### src/rtl/fetch_pc_sequencer.sv
// Program counter owner and single-outstanding instruction fetch sequencer.
// Presents one fetched word at a time to decode; handles redirects, misaligned traps and halt.
module fetch_pc_sequencer #(
  parameter logic [31:0] RESET_VECTOR = 32'h0000_0000,
  parameter logic [31:0] TRAP_VECTOR  = 32'h0000_0080
) (
  input  logic        clk,
  input  logic        rst_n,
  output logic        imem_req_o,
  output logic [31:0] imem_addr_o,
  input  logic        imem_gnt_i,
  input  logic        imem_rvalid_i,
  input  logic [31:0] imem_rdata_i,
  output logic        instr_valid_o,
  output logic [31:0] instr_o,
  output logic [31:0] instr_pc_o,
  input  logic        stall_i,
  input  logic        redirect_valid_i,
  input  logic [31:0] redirect_pc_i,
  input  logic        halt_i,
  output logic [31:0] pc_o,
  output logic        halted_o,
  output logic        misalign_o
);

  typedef enum logic [2:0] {
    S_IDLE,
    S_REQ,
    S_WAIT,
    S_HOLD,
    S_DRAIN,
    S_HALTED
  } state_e;

  state_e      state_q, state_d;
  logic [31:0] pc_q, pc_d;
  logic [31:0] instr_q, instr_d;
  logic [31:0] instr_pc_q, instr_pc_d;
  logic        instr_valid_q, instr_valid_d;
  logic        misalign_q, misalign_d;
  logic        take_halt;
  logic        take_redirect;
  logic [31:0] redirect_target;

  always_ff @(posedge clk or negedge rst_n) begin
    if (!rst_n) begin
      state_q       <= S_IDLE;
      pc_q          <= RESET_VECTOR;
      instr_q       <= 32'h0;
      instr_pc_q    <= 32'h0;
      instr_valid_q <= 1'b0;
      misalign_q    <= 1'b0;
    end else begin
      state_q       <= state_d;
      pc_q          <= pc_d;
      instr_q       <= instr_d;
      instr_pc_q    <= instr_pc_d;
      instr_valid_q <= instr_valid_d;
      misalign_q    <= misalign_d;
    end
  end

  always_comb begin
    state_d         = state_q;
    pc_d            = pc_q;
    instr_d         = instr_q;
    instr_pc_d      = instr_pc_q;
    instr_valid_d   = instr_valid_q;
    misalign_d      = 1'b0;
    // Halt only counts once decode actually takes the instruction; it beats a redirect.
    take_halt       = instr_valid_q && !stall_i && halt_i;
    take_redirect   = redirect_valid_i && (state_q != S_HALTED) && !take_halt;
    redirect_target = (redirect_pc_i[1:0] == 2'b00) ? redirect_pc_i : TRAP_VECTOR;

    if (take_halt) begin
      state_d       = S_HALTED;
      instr_valid_d = 1'b0;
    end else if (take_redirect) begin
      pc_d          = redirect_target;
      misalign_d    = |redirect_pc_i[1:0];
      instr_valid_d = 1'b0;
      case (state_q)
        S_IDLE, S_HOLD: state_d = S_REQ;
        S_REQ:          state_d = imem_gnt_i ? S_DRAIN : S_REQ;
        // A response landing in the same cycle as the redirect is simply dropped,
        // so nothing remains outstanding and fetch can restart immediately.
        S_WAIT, S_DRAIN: state_d = imem_rvalid_i ? S_REQ : S_DRAIN;
        default:        state_d = state_q;
      endcase
    end else begin
      case (state_q)
        S_IDLE: state_d = S_REQ;
        S_REQ: begin
          if (imem_gnt_i) state_d = S_WAIT;
        end
        S_WAIT: begin
          if (imem_rvalid_i) begin
            instr_d       = imem_rdata_i;
            instr_pc_d    = pc_q;
            instr_valid_d = 1'b1;
            pc_d          = pc_q + 32'd4;
            state_d       = S_HOLD;
          end
        end
        S_HOLD: begin
          if (!stall_i) begin
            instr_valid_d = 1'b0;
            state_d       = S_REQ;
          end
        end
        S_DRAIN: begin
          if (imem_rvalid_i) state_d = S_REQ;
        end
        default: state_d = state_q;
      endcase
    end
  end

  assign imem_req_o    = (state_q == S_REQ);
  assign imem_addr_o   = pc_q;
  assign pc_o          = pc_q;
  assign instr_valid_o = instr_valid_q;
  assign instr_o       = instr_q;
  assign instr_pc_o    = instr_pc_q;
  assign halted_o      = (state_q == S_HALTED);
  assign misalign_o    = misalign_q;

endmodule

### config.mk
export PLATFORM = sky130hd
export DESIGN_NAME = fetch_pc_sequencer
export DESIGN_NICKNAME = d
export VERILOG_FILES = /design/src/rtl/fetch_pc_sequencer.sv
export SDC_FILE = /design/constraint.sdc
export NUM_CORES = 1
export LEC_CHECK = 0
export ABC_AREA = 1
export CAP_MARGIN = 5
export CORE_MARGIN = 8
export CORE_UTILIZATION = 39
export CTS_CLUSTER_SIZE = 30
export DETAILED_ROUTE_END_ITERATION = 12
export PLACE_DENSITY = 0.72
export REMOVE_ABC_BUFFERS = 1
export SLEW_MARGIN = 20
export SYNTH_ARGS = -nofsm -noshare
export SYNTH_HDL_FRONTEND = slang
export SYNTH_SLANG_ARGS = --single-unit
### constraint.sdc
create_clock -name clk -period 1.8 [get_ports clk]
set_input_delay 0.36 -clock clk [delete_from_list [all_inputs] [get_ports clk]]
set_output_delay 0.36 -clock clk [all_outputs]
set_load 0.005 [all_outputs]
==> flow_summary.json <==
{
  "run_status": "completed",
  "die_h_um": 135,
  "syn-mean-instance-area_um2": 7.47,
  "floorplan.die.width_um": 135,
  "reg2reg_launch_point": "state_q[1]",
  "maxSlewHeadroom_pct": 69.0,
  "coreArea_mm2": 0.0138,
  "clock-sinks": 101,
  "max_stage_delay_ps": 510,
  "final_setup_violation_count": 0,
  "insertion_delay_ps": 350,
  "finalCritPeriodShare_pct": 98.6,
  "yosys_warnings": 0,
  "slack_of_the_worst_reg_to_reg_path_ps": 110,
  "maximum_number_of_pins_on_one_net_before_global_route_repair": 54,
  "port-buffer-count": 202,
  "cp-end-kind": "primary output",
  "final_cell_count_no_fill": 1132,
  "critical_path.cell_chain": "buf_4 > clkdlybuf4s50_1",
  "category_of_cells_accounting_for_the_largest_share_of_critical_path_delay": "buffers and inverters",
  "cts.reportedPaths.clkPinSlew_ps": 70,
  "syn2layout_area_growth_pct": 48.5,
  "worst-endpoint-arrival_ps": 1410,
  "drive_gt1_share_pct": 13.3,
  "initial_standard_cell_utilization_of_the_core_pct": 39.8,
  "global_route_met1_utilization_pct": 24.0,
  "floorplan.rows": 43,
  "placed_cells": 1109,
  "synth_cells": 736,
  "post_layout_net_count": 1019,
  "cts-root-to-sink-buffers": 2,
  "cts-buffers-inserted": 9,
  "timing.hold.worst.start": "instr_pc_o[10]",
  "die-area_mm2": 0.0181,
  "critPathSlowestCell": "sky130_fd_sc_hd__clkdlybuf4s50_1",
  "max-vdd-ir-drop_v": 0.000657,
  "use_met2_pct": 31.5,
  "min_path_type": "reg -> reg",
  "final_antenna_net_count": 0,
  "setup_slack_at_placement_ps": -131,
  "r2r.worst_path.cells": 9,
  "min_period_ps": 1770,
  "wl_per_cell_um": 15.7,
  "worstPathBufferInverterCount": 2,
  "grt_busiest_layer": "met2",
  "crit-reg2reg-capture": "imem_addr_o[2]",
  "drt_iter0_markers": 318,
  "holdPathEnd": "instr_pc_o[10]",
  "viasPerCell": 4.82,
  "synthDistinctLibCells": 34,
  "synth-seq-cells": 101,
  "hold_violations": 0,
  "postLayoutSetupSlackWorst_ps": 25.7,
  "report.final.slew_viol_count": 0,
  "clockRootBuffer": "sky130_fd_sc_hd__clkbuf_16",
  "insertedDiodeCount": 0,
  "max_freq_mhz": 564,
  "data_required_time_at_the_worst_endpoint_ps": 1440,
  "drc_errors": 0,
  "p_leak_nw": 3.82,
  "ratio_of_total_power_to_cell_area_mw_per_mm2": 1410,
  "tritoncts": "yes",
  "first_global_vias": 5402,
  "maxCapViolations": 0,
  "synth.yosys.seq_area_share_pct": 46.0,
  "worstMarginPinSlew_ps": 466,
  "min_delay_path_depth": 2,
  "total_iterations_of_the_first_detailed_routing_run": 7,
  "grt_overflow_total": 0,
  "worstSetupPathType": "reg -> out",
  "detailedPlacementHpwl_mm": 13.7,
  "worst_clock_skew_ps": 10.4,
  "timing.critical_path.fanout_max": 5,
  "finished_core_util_pct": 59.0,
  "postRouteWirelength_mm": 17.7,
  "htree_num_levels": 3,
  "vias": 5452,
  "io_pins": 203,
  "worst_setup_path_start_kind": "flop",
  "grt_antenna_before_repair": 0,
  "global_route.usage.met3_pct": 3.60,
  "post_synth_instance_area_mm2": 0.00550,
  "grtUsageTotal_pct": 18.9,
  "gp_congestion": 0.904,
  "grt_first_pass_wirelength_mm": 27.6
}
report_power, final:
| group | switching, mW | internal, mW | leakage [nW] |
|---|---|---|---|
| registers | 0.860 | 3.14 | 1.29 |
| logic | 2.44 | 3.23 | 2.40 |
| clock network | 0.895 | 0.943 | 0.132 |
| total | 4.20 | 7.31 | 3.82 |
registers in the layout, indices dropped and copies added, names as in the netlist:
signal / count
misalign_o: 1
instr_valid_o: 1
state_q: 3
imem_addr_o: 32
instr_o: 32
instr_pc_o: 32
layout by cell type (no fill, tap or decap), types with 2 or more instances in the layout:
cell,instances
sky130_fd_sc_hd__nand2_1,285
sky130_fd_sc_hd__clkdlybuf4s50_1,199
sky130_fd_sc_hd__nor2_1,91
sky130_fd_sc_hd__dfrtp_1,90
sky130_fd_sc_hd__inv_1,46
sky130_fd_sc_hd__nand3_1,46
sky130_fd_sc_hd__buf_4,44
sky130_fd_sc_hd__a21oi_1,19
sky130_fd_sc_hd__o21ai_2,17
sky130_fd_sc_hd__o21ai_1,12
sky130_fd_sc_hd__dfrtp_2,11
sky130_fd_sc_hd__o21ai_0,10
sky130_fd_sc_hd__clkbuf_16,10
sky130_fd_sc_hd__nor2_2,8
sky130_fd_sc_hd__buf_12,8
sky130_fd_sc_hd__nor3_1,5
sky130_fd_sc_hd__o211ai_1,4
sky130_fd_sc_hd__a31oi_1,4
sky130_fd_sc_hd__buf_6,4
sky130_fd_sc_hd__inv_2,3
sky130_fd_sc_hd__nand2_2,3
sky130_fd_sc_hd__nor2_4,3
sky130_fd_sc_hd__inv_4,2
sky130_fd_sc_hd__nand4_1,2
sky130_fd_sc_hd__or2_2,2
sky130_fd_sc_hd__xor2_1,2
sky130_fd_sc_hd__o22ai_1,2
sky130_fd_sc_hd__clkinv_4,2
sky130_fd_sc_hd__clkinv_2,2
sky130_fd_sc_hd__clkinvlp_4,2
sky130_fd_sc_hd__dlygate4sd2_1,2
metrics by stage:
step	instance area [um^2]	hold slack [ps]	TNS, ps	total power, mW
2_1_floorplan	5030	64.4	-69010	5.88
3_3_place_gp	7740	350	-6380	9.49
3_5_place_dp	7740	347	-8690	9.59
4_1_cts	8060	476	0	11.5
5_1_grt	8160	502	-40.3	12.3
6_report	8160	471	0	11.5
cell families (layout without fill, tap and decap cells):
kind of cell	count (synthesis)	after routing	share of synthesized area, %
adder cells (fa/ha/maj)	1	1	0.228
AND/OR/NAND/NOR	451	451	33.4
buffers and inverters	110	326	12.0
XOR/XNOR	2	2	0.319
AO/OA/AOI/OAI	71	71	8.08
flip-flops	101	101	46.0
what timing repair did:
item	4_1_cts	5_1_grt
buffers inserted	2	3
endpoints found under the hold margin	32	0
hold buffers	1	0
gates resized for setup	9	20
pin swaps	1	2
gates cloned	0	1
endpoints found under the setup margin	12	93
synthesized netlist by cell type:
cell	instances	area, um^2
sky130_fd_sc_hd__nor2_4	1	11.3
sky130_fd_sc_hd__xor2_1	2	17.5
sky130_fd_sc_hd__nand4_1	2	12.5
sky130_fd_sc_hd__a21oi_1	19	95.1
sky130_fd_sc_hd__o21a_1	1	7.51
sky130_fd_sc_hd__dfrtp_1	101	2530
sky130_fd_sc_hd__nand3_1	46	230
sky130_fd_sc_hd__and2_1	1	6.26
sky130_fd_sc_hd__o22ai_1	2	12.5
sky130_fd_sc_hd__nand3_2	1	10.0
sky130_fd_sc_hd__inv_1	47	176
sky130_fd_sc_hd__buf_2	3	15.0
sky130_fd_sc_hd__nand2_2	3	18.8
sky130_fd_sc_hd__nand3_4	1	17.5
sky130_fd_sc_hd__o21ai_1	12	60.1
sky130_fd_sc_hd__clkbuf_1	4	15.0
sky130_fd_sc_hd__nor3_1	5	25.0
sky130_fd_sc_hd__o21ai_0	10	50.1
sky130_fd_sc_hd__a31oi_1	4	25.0
sky130_fd_sc_hd__ha_1	1	12.5
sky130_fd_sc_hd__o21bai_1	1	7.51
sky130_fd_sc_hd__nand4_2	1	12.5
sky130_fd_sc_hd__nand2_1	286	1070
sky130_fd_sc_hd__nor3_4	1	16.3
sky130_fd_sc_hd__inv_4	1	6.26
sky130_fd_sc_hd__buf_6	12	135
sky130_fd_sc_hd__nor2_1	97	364
sky130_fd_sc_hd__inv_2	3	11.3
sky130_fd_sc_hd__nor2_2	4	25.0
sky130_fd_sc_hd__buf_4	40	300
sky130_fd_sc_hd__o21ai_2	17	149
sky130_fd_sc_hd__or2_2	2	12.5
sky130_fd_sc_hd__o211ai_1	4	30.0
sky130_fd_sc_hd__a22oi_1	1	7.51
per-layer routing:
layer	part of all wire, %	vias up	wire length [um]
li1	-	2691	-
met1	44	2538	7740
met2	48	205	8450
met3	7.3	18	1300
met4	1.4	0	243
met5	0	-	0
final cells by class:
type | instances | area [um^2]
clock inverter | 7 | 51.3
multi-input combinational | 525 | 2340
sequential | 101 | 2540
fill | 1300 | 5670
tap | 180 | 225
inverter | 51 | 196
clock buffer | 9 | 225
timing repair buffer | 259 | 2580
worst min-delay path, delay by kind of cell, from the launching register on:
kind | cells | cell delay (ps)
simple gates | 2 | 110
flops | 1 | 340
worst max path at each step:
stage,to,from,cells after the start
detailed placement,instr_pc_o[28],stall_i,9
global placement,imem_addr_o[11],halt_i,9
CTS,imem_addr_o[10],imem_addr_o[10],2
global route,imem_addr_o[29],imem_addr_o[5],8
finish,imem_addr_o[8],imem_addr_o[8],2
floorplan,instr_pc_o[22],state_q[0],6
Note: power is estimated with default switching activity, not from simulation.
